$ cat src/rtl/mod5_frame_tx_if.sv
// Handshake and serial-line bundle for the mod-5 frame transmitter.
// err_inject exists only when MOD5_ERR_INJECT_EN is defined.
interface mod5_frame_tx_if #(
    parameter int DATA_W = 8
) ();
    logic              start;
    logic [DATA_W-1:0] data_in;
    logic              ready;
    logic              ser_out;
    logic              ser_valid;
    logic              frame_last;
    logic              done;
`ifdef MOD5_ERR_INJECT_EN
    logic              err_inject;

    modport master (
        output start, data_in, err_inject,
        input  ready, ser_out, ser_valid, frame_last, done
    );

    modport slave (
        input  start, data_in, err_inject,
        output ready, ser_out, ser_valid, frame_last, done
    );
`else
    modport master (
        output start, data_in,
        input  ready, ser_out, ser_valid, frame_last, done
    );

    modport slave (
        input  start, data_in,
        output ready, ser_out, ser_valid, frame_last, done
    );
`endif
endinterface

$ cat src/rtl/mod5_frame_tx.sv
// Serial MSB-first transmitter appending a 3-bit suffix that makes each frame divisible by 5.
// Optional MOD5_ERR_INJECT_EN adds err_inject, which flips the last check bit of one frame.
module mod5_frame_tx #(
    parameter int DATA_W = 8
) (
    input  logic              clk,
    input  logic              rst_n,
    mod5_frame_tx_if.slave    bus
);
    localparam int CNT_W = $clog2(DATA_W + 3);
    localparam logic [CNT_W-1:0] LAST_DATA = CNT_W'(DATA_W);
    localparam logic [CNT_W-1:0] CHK_MID   = CNT_W'(DATA_W + 1);

    typedef enum logic [1:0] {
        S_IDLE = 2'd0,
        S_DATA = 2'd1,
        S_CHK  = 2'd2
    } state_t;

    // One step of the remainder recurrence: (2*rem + b) mod 5, rem in 0..4.
    function automatic logic [2:0] mod5_step(input logic [2:0] rem, input logic b);
        logic [2:0] r;
        case ({rem, b})
            4'b000_0: r = 3'd0;
            4'b000_1: r = 3'd1;
            4'b001_0: r = 3'd2;
            4'b001_1: r = 3'd3;
            4'b010_0: r = 3'd4;
            4'b010_1: r = 3'd0;
            4'b011_0: r = 3'd1;
            4'b011_1: r = 3'd2;
            4'b100_0: r = 3'd3;
            4'b100_1: r = 3'd4;
            default:  r = 3'd0;
        endcase
        return r;
    endfunction

    state_t            state_q, state_d;
    logic [DATA_W-1:0] shift_q, shift_d;
    logic [2:0]        rem_q, rem_d;
    logic [CNT_W-1:0]  cnt_q, cnt_d;
    logic [2:0]        chk_q, chk_d;
    logic [2:0]        chk_s;
    logic              ready_q, ready_d;
    logic              ser_out_q, ser_out_d;
    logic              ser_valid_q, ser_valid_d;
    logic              frame_last_q, frame_last_d;
    logic              done_q, done_d;
`ifdef MOD5_ERR_INJECT_EN
    logic              err_q, err_d;
`endif

    // Next-state and next-output logic for the IDLE/DATA/CHK sequencer.
    always_comb begin
        state_d      = state_q;
        shift_d      = shift_q;
        rem_d        = rem_q;
        cnt_d        = cnt_q;
        chk_d        = chk_q;
        ready_d      = ready_q;
        ser_out_d    = 1'b0;
        ser_valid_d  = 1'b0;
        frame_last_d = 1'b0;
        done_d       = 1'b0;
        // Suffix s = 2*r mod 5 cancels payload*8, since 8 = 3 (mod 5).
        chk_s        = mod5_step(rem_q, 1'b0);
`ifdef MOD5_ERR_INJECT_EN
        err_d        = err_q;
        chk_s        = {chk_s[2:1], chk_s[0] ^ err_q};
`endif
        case (state_q)
            S_IDLE: begin
                if (bus.start) begin
                    // The MSB goes out on the accepting edge, so it is folded in here.
                    shift_d     = bus.data_in << 1;
                    ser_out_d   = bus.data_in[DATA_W-1];
                    ser_valid_d = 1'b1;
                    rem_d       = mod5_step(3'd0, bus.data_in[DATA_W-1]);
                    cnt_d       = CNT_W'(1);
                    ready_d     = 1'b0;
                    state_d     = S_DATA;
`ifdef MOD5_ERR_INJECT_EN
                    err_d       = bus.err_inject;
`endif
                end else begin
                    ready_d = 1'b1;
                    cnt_d   = '0;
                end
            end
            S_DATA: begin
                ser_valid_d = 1'b1;
                if (cnt_q == LAST_DATA) begin
                    ser_out_d = chk_s[2];
                    chk_d     = chk_s;
                    cnt_d     = cnt_q + CNT_W'(1);
                    state_d   = S_CHK;
                end else begin
                    ser_out_d = shift_q[DATA_W-1];
                    shift_d   = shift_q << 1;
                    rem_d     = mod5_step(rem_q, shift_q[DATA_W-1]);
                    cnt_d     = cnt_q + CNT_W'(1);
                end
            end
            S_CHK: begin
                if (frame_last_q) begin
                    done_d  = 1'b1;
                    ready_d = 1'b1;
                    rem_d   = 3'd0;
                    cnt_d   = '0;
                    state_d = S_IDLE;
                end else if (cnt_q == CHK_MID) begin
                    ser_out_d   = chk_q[1];
                    ser_valid_d = 1'b1;
                    cnt_d       = cnt_q + CNT_W'(1);
                end else begin
                    ser_out_d    = chk_q[0];
                    ser_valid_d  = 1'b1;
                    frame_last_d = 1'b1;
                end
            end
            default: begin
                ready_d = 1'b1;
                state_d = S_IDLE;
            end
        endcase
    end

    // State and output registers with synchronous active-low reset.
    always_ff @(posedge clk) begin
        if (!rst_n) begin
            state_q      <= S_IDLE;
            shift_q      <= '0;
            rem_q        <= 3'd0;
            cnt_q        <= '0;
            chk_q        <= 3'd0;
            ready_q      <= 1'b1;
            ser_out_q    <= 1'b0;
            ser_valid_q  <= 1'b0;
            frame_last_q <= 1'b0;
            done_q       <= 1'b0;
`ifdef MOD5_ERR_INJECT_EN
            err_q        <= 1'b0;
`endif
        end else begin
            state_q      <= state_d;
            shift_q      <= shift_d;
            rem_q        <= rem_d;
            cnt_q        <= cnt_d;
            chk_q        <= chk_d;
            ready_q      <= ready_d;
            ser_out_q    <= ser_out_d;
            ser_valid_q  <= ser_valid_d;
            frame_last_q <= frame_last_d;
            done_q       <= done_d;
`ifdef MOD5_ERR_INJECT_EN
            err_q        <= err_d;
`endif
        end
    end

    assign bus.ready      = ready_q;
    assign bus.ser_out    = ser_out_q;
    assign bus.ser_valid  = ser_valid_q;
    assign bus.frame_last = frame_last_q;
    assign bus.done       = done_q;
endmodule

$ cat src/flat_wrapper.sv
// flat-port wrapper written by rule: the top's interface ports become plain ports
module mod5_frame_tx_flat 
#(
    parameter int DATA_W = 8
)
  (clk, rst_n, bus_start, bus_data_in, bus_ready, bus_ser_out, bus_ser_valid, bus_frame_last, bus_done);
  mod5_frame_tx_if #(.DATA_W(DATA_W)) bus_i ();
  input  logic clk;
  input  logic rst_n;
  input wire logic [$bits(bus_i.start)-1:0] bus_start;
  input wire logic [$bits(bus_i.data_in)-1:0] bus_data_in;
  output wire logic [$bits(bus_i.ready)-1:0] bus_ready;
  output wire logic [$bits(bus_i.ser_out)-1:0] bus_ser_out;
  output wire logic [$bits(bus_i.ser_valid)-1:0] bus_ser_valid;
  output wire logic [$bits(bus_i.frame_last)-1:0] bus_frame_last;
  output wire logic [$bits(bus_i.done)-1:0] bus_done;
  assign bus_i.start = bus_start;
  assign bus_i.data_in = bus_data_in;
  assign bus_ready = bus_i.ready;
  assign bus_ser_out = bus_i.ser_out;
  assign bus_ser_valid = bus_i.ser_valid;
  assign bus_frame_last = bus_i.frame_last;
  assign bus_done = bus_i.done;
  mod5_frame_tx #(.DATA_W(DATA_W)) u_core (.clk(clk), .rst_n(rst_n), .bus(bus_i));
endmodule
$ cat config.mk
export PLATFORM = sky130hd
export DESIGN_NAME = mod5_frame_tx_flat
export DESIGN_NICKNAME = d
export VERILOG_FILES = /design/src/rtl/mod5_frame_tx_if.sv /design/src/rtl/mod5_frame_tx.sv /design/src/flat_wrapper.sv
export SDC_FILE = /design/constraint.sdc
export NUM_CORES = 1
export LEC_CHECK = 0
export ABC_AREA = 1
export CORE_MARGIN = 1.5
export CORE_UTILIZATION = 55
export DETAILED_ROUTE_END_ITERATION = 7
export GPL_TIMING_DRIVEN = 0
export MAX_ROUTING_LAYER = met4
export PLACE_DENSITY_LB_ADDON = 0.12
export SYNTH_ARGS = -nofsm -noshare
export SYNTH_HDL_FRONTEND = slang
export SYNTH_SLANG_ARGS = --single-unit
$ cat constraint.sdc
create_clock -name clk -period 1.6 [get_ports clk]
set_input_delay 0.24 -clock clk [delete_from_list [all_inputs] [get_ports clk]]
set_output_delay 0.24 -clock clk [all_outputs]
set_load 0.01 [all_outputs]
Word-level counts from Yosys, hierarchy flattened

Memories as Yosys holds them, arrays and structs flattened.
Cells that the tools add are included.

Flip-flop bits (word level): 24
Latch bits: 0
Bits in writable memories: 0
Memory bits (read-only): 48
Bits of input ports: 11
Logic and storage cells: 70
Memories kept: 1

Add/sub/neg operators: 1
Multipliers: 0
Divide/modulo/power cells: 0
Magnitude comparators: 0
Equality and inequality tests: 13
Shifts and indexed selects: 0
Multiplexer cells: 30
Bitwise operators: 4
Reductions and logical operators: 11

Memory list:

| name            | depth | bits a word | rd ports | clocked after Yosys merged registers in | wr ports | RTL line            | source |
|---|---|---|---|---|---|---|---|
| (no name shown) | 16    | 3           | 1        | 0                                       | 0        | mod5_frame_tx.sv:23 | `case ({rem, b})` |

Operator list:

| kind                                                                  | number |
|---|---|
| 8-bit two-way mux                                                     | 2 |
| 8-bit one-hot mux with 2 select lines                                 | 1 |
| 3-bit one-hot mux with 4 select lines                                 | 1 |
| 4-bit one-hot mux with 3 select lines                                 | 1 |
| 1-bit two-way mux                                                     | 11 |
| 3-bit two-way mux                                                     | 3 |
| 1-bit one-hot mux with 3 select lines                                 | 3 |
| 3-bit one-hot mux with 3 select lines                                 | 1 |
| 4-bit equality test, second input constant                            | 2 |
| 4-bit two-way mux                                                     | 2 |
| 2-bit AND reduction                                                   | 4 |
| 3-bit by 2-bit equality test with 1-bit output, second input constant | 2 |
| 2-bit two-way mux                                                     | 3 |
| 2-bit one-hot mux with 3 select lines                                 | 1 |
| 3-bit one-hot mux with 2 select lines                                 | 1 |
| 3-bit AND reduction                                                   | 2 |
| 4-bit by 1-bit adder with 4-bit output, second input constant         | 1 |
| 2-bit by 1-bit != test with 1-bit output, second input constant       | 2 |
| 2-bit != test, second input constant                                  | 2 |
| 1-bit inverter                                                        | 4 |
| 4-bit AND reduction                                                   | 1 |
| 3-bit by 1-bit equality test with 1-bit output, second input constant | 1 |
| 3-bit equality test, second input constant                            | 1 |
| 3-bit by 1-bit != test with 1-bit output, second input constant       | 1 |
| 6 further kinds                                                       | 6 |

Longest topological paths before layout

Gate-level depths: netlist of run 1.

Depth after elaboration: 4
Depth in mapped cells: 9

Least setup slack after synthesis of run 1

OpenSTA, ideal clock, no wires.

Path kind: register -> register
Start: reg u_core.state_q[0]
End: reg u_core.shift_q[1]
Setup time: 0.132 ns
Arrival time: 1.154 ns
Path slack: 0.314 ns
Cell stages (with the launch flop): 8
Period minus slack after synthesis: 1.286 ns
Cell sequence: dfxtp_1 inv_1 ha_1 nand2_1 o21a_2 nand2_2 nand2_1 a21oi_1

Cells in the longest elaborated chain, start to end: 3
Elaborated cells between the ends (all ways): 7
Classes of those cells: eq/ne (3); mux (1); reduce/logical (3)

RTL lines:

| element                                                                             | RTL line             | source |
|---|---|---|
| start: declaration                                                                  | mod5_frame_tx.sv:39  | `state_t state_q, state_d;` |
| start signal: assignment                                                            | mod5_frame_tx.sv:146 | `state_q <= state_d;` |
| 2-bit by 1-bit equality test with 1-bit output or 2-bit logical NOT (tied branches) | mod5_frame_tx.sv:72  | `case (state_q)` |
| 2-bit != test (no source line) or 2-bit nonzero test (tied branches)                | -                    |  |
| 3-bit AND reduction (no source line)                                                | -                    |  |
| end signal: assignment                                                              | mod5_frame_tx.sv:147 | `shift_q <= shift_d;` |
| end: declaration                                                                    | mod5_frame_tx.sv:40  | `logic [DATA_W-1:0] shift_q, shift_d;` |

Several ways; a longest one is shown, not always the timed one.
A chain may end at the register's enable or synchronous reset.

Worst setup path after layout of run 1

Start: reg u_core.frame_last_q, in the netlist u_core.bus.frame_last
End: out bus_frame_last

RTL lines:

| element                  | RTL line             | source |
|---|---|---|
| start: declaration       | mod5_frame_tx.sv:48  | `logic frame_last_q, frame_last_d;` |
| start signal: assignment | mod5_frame_tx.sv:154 | `frame_last_q <= frame_last_d;` |
| end: declaration         | flat_wrapper.sv:15   | `output wire logic [$bits(bus_i.frame_last)-1:0] bus_frame_last;` |

No word-level cell between the ends.

==> flow_summary.yaml, run 1 <==
placed_design:
  dp_hpwl_um: 2220
  gp_congestion: 0.904
  port_buffers: 14
  place_area_um2: 1550
floorplan:
  die_h_um: 52.9
  die_w_um: 52.9
  pin_count: 16
  fp.dieArea_um2: 2800
  initial_utilization_pct: 60.3
  rows: 17
  coreArea_um2: 2280
global_routing:
  grt_pass1_wl_um: 4860
  grt_start_max_net_pins: 14
  grt_overflow: 0
  antenna_found_initial: 0
  track_usage_pct: 24.5
  first_global_vias: 1159
drt:
  wl_per_cell_um: 11.6
  firstDrtPassIters: 4
  ant_nets: 0
  drt_iter0_drc: 20
  dr_total_vias: 1302
  via_per_inst: 5.19
  wl_um: 2920
  drc_errors: 0
clocking:
  cts.clk_slew.worst_paths_ps: 120
  numCtsBuffers: 3
  clockBufferDepth: 2
  cts-root-buf: "clkbuf_4"
  post-cts-setup-buffer-count: 0
  cts_hold_buf: 0
  cts_tree: "built"
  h-tree-depth: 1
  cts_sinks: 23
  insertion_delay_ps: 320
synthesis:
  yosys.area.top_type_share_pct: 33.6
  syn_nets: 223
  synth_xor_area_share_pct: 0
  synthMuxAreaShare_pct: 0
  synth_top_family_by_area: "simple AND/OR/NAND/NOR gates"
  ys_seq_area_share_pct: 33.6
  syn_inst: 205
  synth-main-ff-cell: "dfxtp_1"
  synth_edf_count: 0
  yosys.area_share.adder_pct: 6.39
  postSynthAreaPerCell_um2: 6.69
  synthSimpleGateAreaFrac_pct: 43.1
  synth_compound_area_share_pct: 7.21
  synth.largest_area_cell: "dfxtp_1"
  synth_area_leaders: "dfxtp_1 (34%), nand2_1 (19%), nand3_1 (7.3%), ha_1 (6.4%), nor2_1 (6.0%)"
  netlist_area_um2: 1370
  yosys_warnings: 0
  yosysUniqueCellTypes: 25
  async_reset_ff_share_pct: 0
  ys_ff_latch: 23
critical_path:
  cp_cell_sequence: "clkdlybuf4s50_1"
  crit_family: "buffers and inverters"
  path_buf_inv: 1
  slowest_delay_ps: 550
  worstReg2RegEnd: "u_core.shift_q[1]$_SDFFE_PN0P_"
  crit_fanout: 3
  criticalPathCategory: "register to primary output"
  start_kind: "register"
  endpoint: "bus_frame_last"
  cp.depth: 1
  reg2reg_slack_ps: 130
  required_ps: 1360
  timing.rr.start: "u_core.state_q[1]$_SDFFE_PN0P_"
  startpoint: "u_core.bus.frame_last$_SDFF_PP0_"
  cp_slowest_cell: "clkdlybuf4s50_1"
  reg2reg_depth: 6
  end_kind: "primary output"
  cp.arrival_ps: 1240
layout:
  fillers: 199
  drive_gt1_share_pct: 14.3
  finish.utilization_pct: 69.5
  multi_input_area_um2: 783
  post-route-cell-area_um2: 1580
  num_antenna_cells: 0
  seq_area_um2: 463
  final_nets: 242
  syn2layout_area_growth_pct: 15.4
power:
  ir_drop_v: 0.000672
  leakage_uw: 0.000720
  power_uw: 1270
  power.density_nw_per_um2: 804
sta:
  setup_viol: 0
  hold_violations: 0
  final.setup.tns_ps: 0
  finalCritPeriodShare_pct: 92.7
  worst-slew-pin-transition_ps: 447
  slew_viol_final: 0
  clock_skew_ps: 10.9
  rsz0062_at_grt: "false"
  relSlewSlack_pct: 70.2
  period_minus_slack_ps: 1480
  fmax_mhz: 675
run_status:
  status: "completed"
min_path:
  hold_class: "input port to register"
flow_run:
  cap_violations: 0
-- layout by cell type, fill, tap and decap left out, types with 2 or more instances in the layout --
cell	n
inv_1	11
nand3_1	20
o21ai_1	2
clkdlybuf4s50_1	14
nand4_1	3
clkbuf_4	3
a21oi_1	13
nand3_2	2
ha_1	7
nor2_1	22
o21ai_0	3
nand2_1	71
dfxtp_2	2
buf_6	2
dfxtp_1	21
nand2_2	3
clkinv_1	2
inv_2	8
nand2_4	4
-- power breakdown --
part | internal [uW] | switching [uW] | total, uW | leakage [uW]
Sequential | 617 | 34.3 | 651 | 0.000189
Clock | 93.4 | 182 | 275 | 0.0000177
Combinational | 145 | 201 | 346 | 0.000514
-- cell families (layout without fill, tap and decap cells) --
| logic type | after synthesis | count (layout) |
|---|---|---|
| fa+ha+maj | 7 | 7 |
| buf+inv | 28 | 46 |
| flops | 23 | 23 |
| simple gates | 128 | 128 |
| compound gates | 19 | 19 |
-- flip-flops by register name, indices dropped and copies added (netlist names) --
register,flops
u_core.bus.done,1
u_core.shift_q,7
u_core.bus.ser_out,1
u_core.bus.ready,1
u_core.bus.frame_last,1
u_core.bus.ser_valid,1
u_core.rem_q,3
u_core.chk_q,2
u_core.state_q,2
u_core.cnt_q,4
-- cell usage after synthesis (2+ instances only) --
library cell / instances
nand3_1: 20
a21oi_1: 13
nand2_4: 4
clkinv_1: 2
o21ai_1: 2
dfxtp_1: 23
inv_1: 11
nand2_2: 3
nor2_1: 22
ha_1: 7
nand4_1: 3
inv_2: 8
nand3_2: 2
buf_6: 2
nand2_1: 71
o21ai_0: 3
-- cell type report --
class	count	share of cell area [%]
multi-input cells	154	49.5
flip-flops and latches	23	29.2
repair buffers	14	8.85
inverters	24	6.48
well taps	28	2.21
plain buffers	4	1.98
clock buffers	3	1.42
clock inverters	1	0.316
-- worst min-delay path by stage --
stage	cells past startpoint	to	from
2_1_floorplan	2	u_core.chk_q[0]$_SDFFE_PN0P_	u_core.chk_q[0]$_SDFFE_PN0P_
3_5_place_dp	2	u_core.chk_q[0]$_SDFFE_PN0P_	u_core.chk_q[0]$_SDFFE_PN0P_
3_3_place_gp	2	u_core.bus.ready$_SDFFE_PN1P_	u_core.bus.ready$_SDFFE_PN1P_
4_1_cts	2	u_core.bus.ready$_SDFFE_PN1P_	rst_n
6_report	2	u_core.bus.ready$_SDFFE_PN1P_	rst_n
5_1_grt	2	u_core.bus.ready$_SDFFE_PN1P_	rst_n
-- what timing repair did --
item / CTS / global route
resized for setup: 0 / 3
endpoints found under the setup margin: 0 / 5
endpoints found under the hold margin: 0 / 0
-- per-layer routing --
layer	track usage, %	part of all wire [%]
met1	31.0	46
met4	8.97	0.62
met3	3.39	3.2
met5	-	0
met2	40.0	50
-- stage by stage --
step	instances	setup WS, ps	hold slack, ps
2_1_floorplan	205	314	430
3_3_place_gp	247	53.8	442
3_5_place_dp	247	13.4	448
4_1_cts	251	95.7	142
5_1_grt	251	7.42	131
6_report	251	117	150
No activity file was read; power rests on OpenSTA's default activity.
==> run 2, diff against run 1 <==
--- a/config.mk
+++ b/config.mk
@@ -5,10 +5,10 @@
 export SDC_FILE = /design/constraint.sdc
 export NUM_CORES = 1
 export LEC_CHECK = 0
-export ABC_AREA = 1
 export CORE_MARGIN = 1.5
 export CORE_UTILIZATION = 55
 export DETAILED_ROUTE_END_ITERATION = 7
+export DONT_BUFFER_PORTS = 1
 export GPL_TIMING_DRIVEN = 0
 export MAX_ROUTING_LAYER = met4
 export PLACE_DENSITY_LB_ADDON = 0.12
==> run 2 against run 1 <==
Final cell count shrank 27%. Register-to-register slack worse by 130 ps. Combinational power decreased by 5.8%. Maximum frequency is 7.1% lower. Critical path type is now register to register. Largest cell class unchanged.
==> flow_summary.yaml, run 2 <==
floorplan:
  die_h_um: 51.4
  initial_utilization_pct: 58.3
  fp.dieArea_um2: 2640
  die_w_um: 51.4
  coreArea_um2: 2210
  pin_count: 16
  rows: 17
global_routing:
  first_global_vias: 999
  grt_pass1_wl_um: 4450
  track_usage_pct: 23.1
  grt_overflow: 0
  grt_start_max_net_pins: 14
  antenna_found_initial: 0
drt:
  ant_nets: 0
  wl_per_cell_um: 15.6
  drt_iter0_drc: 25
  via_per_inst: 6.07
  wl_um: 2860
  firstDrtPassIters: 4
  drc_errors: 0
  dr_total_vias: 1111
flow_run:
  cap_violations: 0
synthesis:
  synth_most_common_cell: "dfxtp_1"
  synth_edf_count: 0
  synth-main-ff-cell: "dfxtp_1"
  yosysUniqueCellTypes: 39
  synth_area_leaders: "dfxtp_1 (36%), ha_1 (6.8%), mux2i_1 (5.4%), o211a_1 (5.4%), nand2_1 (4.1%)"
  syn_inst: 143
  netlist_area_um2: 1290
  async_reset_ff_share_pct: 0
  syn_nets: 161
  yosys-top-cells-count: "dfxtp_1 (23), nand2_1 (14), a21oi_1 (9)"
  postSynthAreaPerCell_um2: 9.01
  yosys.area.top_type_share_pct: 35.7
  ys_seq_area_share_pct: 35.7
  ys_ff_latch: 23
  yosys_warnings: 0
  synth.largest_area_cell: "dfxtp_1"
power:
  power.density_nw_per_um2: 847
  clock_power_share_pct: 22.1
  power_uw: 1270
  switchingPower_uw: 396
  ir_drop_v: 0.000746
  leakage_uw: 0.000620
  p_sw_share_pct: 31.2
  p_int_uw: 873
  share_comb_of_total_power_pct: 25.7
  sequentialPowerShare_pct: 52.2
critical_path:
  criticalPathCategory: "register to register"
  worstReg2RegEnd: "u_core.rem_q[2]$_SDFFE_PN0P_"
  timing.rr.start: "u_core.state_q[1]$_SDFFE_PN0P_"
  start_kind: "register"
  cp_slowest_cell: "dfxtp_2"
  required_ps: 1830
  end_kind: "register"
  cp.arrival_ps: 1830
  slowest_delay_ps: 350
  cp_cell_sequence: "buf_6 > ha_4 > and2b_2 > nor4_4 > buf_4 > nor2_2 > o21a_1"
  reg2reg_depth: 7
  crit_fanout: 3
  reg2reg_slack_ps: 3
placed_design:
  place_area_um2: 1320
  place_ws_ps: -166
  dp_hpwl_um: 1890
  gp_congestion: 0.820
  place_inst: 171
  port_buffers: 0
sta:
  rsz0062_at_grt: "true"
  fmax_mhz: 626
  setup_viol: 0
  hold_violations: 0
  period_minus_slack_ps: 1600
  fin_ws_ps: 3.41
  slew_viol_final: 0
  finalCritPeriodShare_pct: 99.8
  worst-slew-pin-transition_ps: 491
  relSlewSlack_pct: 67.3
  clock_skew_ps: 6.44
  fin_hold_ws_ps: 60.3
clocking:
  h-tree-depth: 1
  cts.clk_slew.worst_paths_ps: 130
  clockBufferDepth: 2
  cts_hold_buf: 0
  numCtsBuffers: 3
  insertion_delay_ps: 320
  cts_tree: "built"
  cts-root-buf: "clkbuf_4"
  cts_sinks: 23
layout:
  fillers: 189
  instances_no_fill: 183
  most-common-layout-cells: "dfxtp_1 (19), nand2_1 (13), buf_4 (9)"
  largest_registers: "u_core.shift_q: 7 flops, u_core.cnt_q: 4 flops, u_core.rem_q: 3 flops"
  largest_reg_flops: 7
  final_nets: 174
  layout_commonest_cell: "dfxtp_1"
  num_antenna_cells: 0
  drive_gt1_share_pct: 28.4
  syn2layout_area_growth_pct: 16.3
  top_register: "u_core.shift_q"
  post-route-cell-area_um2: 1500
min_path:
  min_to: "u_core.cnt_q[3]$_SDFFE_PN0P_"
  holdCritStartpoint: "rst_n"
  hold_path_depth: 2
  hold_class: "input port to register"
run_status:
  status: "completed"
## run 2: final cells by class
class / count / area, um2 / area share [%]
multi-input combinational: 107 / 840 / 56.0
sequential: 23 / 468 / 31.2
timing repair buffer: 9 / 71.3 / 4.76
buffer: 6 / 35.0 / 2.34
tap: 28 / 35.0 / 2.34
clock buffer: 3 / 22.5 / 1.50
inverter: 6 / 22.5 / 1.50
clock inverter: 1 / 5.00 / 0.334
## run 2: critical path, delay by kind of cell (launching register included)
| family | cells | cell delay, ps |
|---|---|---|
| flip-flops | 1 | 350 |
| adder cells (fa/ha/maj) | 1 | 140 |
| buffers and inverters | 2 | 310 |
| AO/OA/AOI/OAI | 1 | 150 |
| AND/OR/NAND/NOR | 3 | 550 |
## run 2: power by group through the flow
| stage | clock network (uW) | registers, uW | logic [uW] |
|---|---|---|---|
| after CTS | 285 | 659 | 280 |
| after global routing | 310 | 669 | 361 |
| after floorplan | 0 | 663 | 216 |
| after global placement | 0 | 670 | 253 |
| after detailed placement | 0 | 673 | 260 |
| final | 281 | 662 | 326 |
## run 2: worst max-delay path by stage
stage                                               from                        endpoint  slack [ps]  cells past startpoint
after floorplan           u_core.state_q[1]$_SDFFE_PN0P_    u_core.rem_q[2]$_SDFFE_PN0P_          30                      7
after global placement    u_core.state_q[1]$_SDFFE_PN0P_    u_core.rem_q[1]$_SDFFE_PN0P_        -150                      7
after detailed placement  u_core.state_q[1]$_SDFFE_PN0P_    u_core.rem_q[1]$_SDFFE_PN0P_        -170                      7
after CTS                 u_core.state_q[1]$_SDFFE_PN0P_    u_core.rem_q[2]$_SDFFE_PN0P_          -9                      7
after global routing      u_core.state_q[1]$_SDFFE_PN0P_  u_core.state_q[0]$_SDFFE_PN0P_         -40                      6
final                     u_core.state_q[1]$_SDFFE_PN0P_    u_core.rem_q[2]$_SDFFE_PN0P_           3                      7
## run 2: per-stage QoR
stage	TNS [ps]	util, %
after detailed placement	-1270	59.8
after global routing	-129	67.8
after global placement	-678	59.8
after CTS	-8.96	63.8
after floorplan	0	-
final	0	67.8
## run 2: logic make-up (layout without fill, tap and decap cells)
kind of cell / Yosys count / count (layout) / share of synthesized area (%)
fa+ha+maj: 7 / 7 / 6.80
compound gates: 38 / 38 / 20.3
simple gates: 53 / 53 / 24.9
flops: 23 / 23 / 35.7
mux: 9 / 9 / 7.18
buf+inv: 13 / 25 / 5.15
## run 2: metal layers
layer / global-route usage, % / wire [um] / part of all wire, %
met3: 3.80 / 98 / 3.4
met1: 30.6 / 1280 / 45
met5: - / 0 / 0
met4: 10.5 / 30 / 1.0
met2: 34.6 / 1450 / 51
## run 2: what timing repair did
action | in CTS | in global routing
setup buffers | 5 | 4
hold endpoints to repair | 0 | 0
resized for setup | 14 | 16
pin swaps | 2 | 2
setup endpoints to repair | 15 | 12
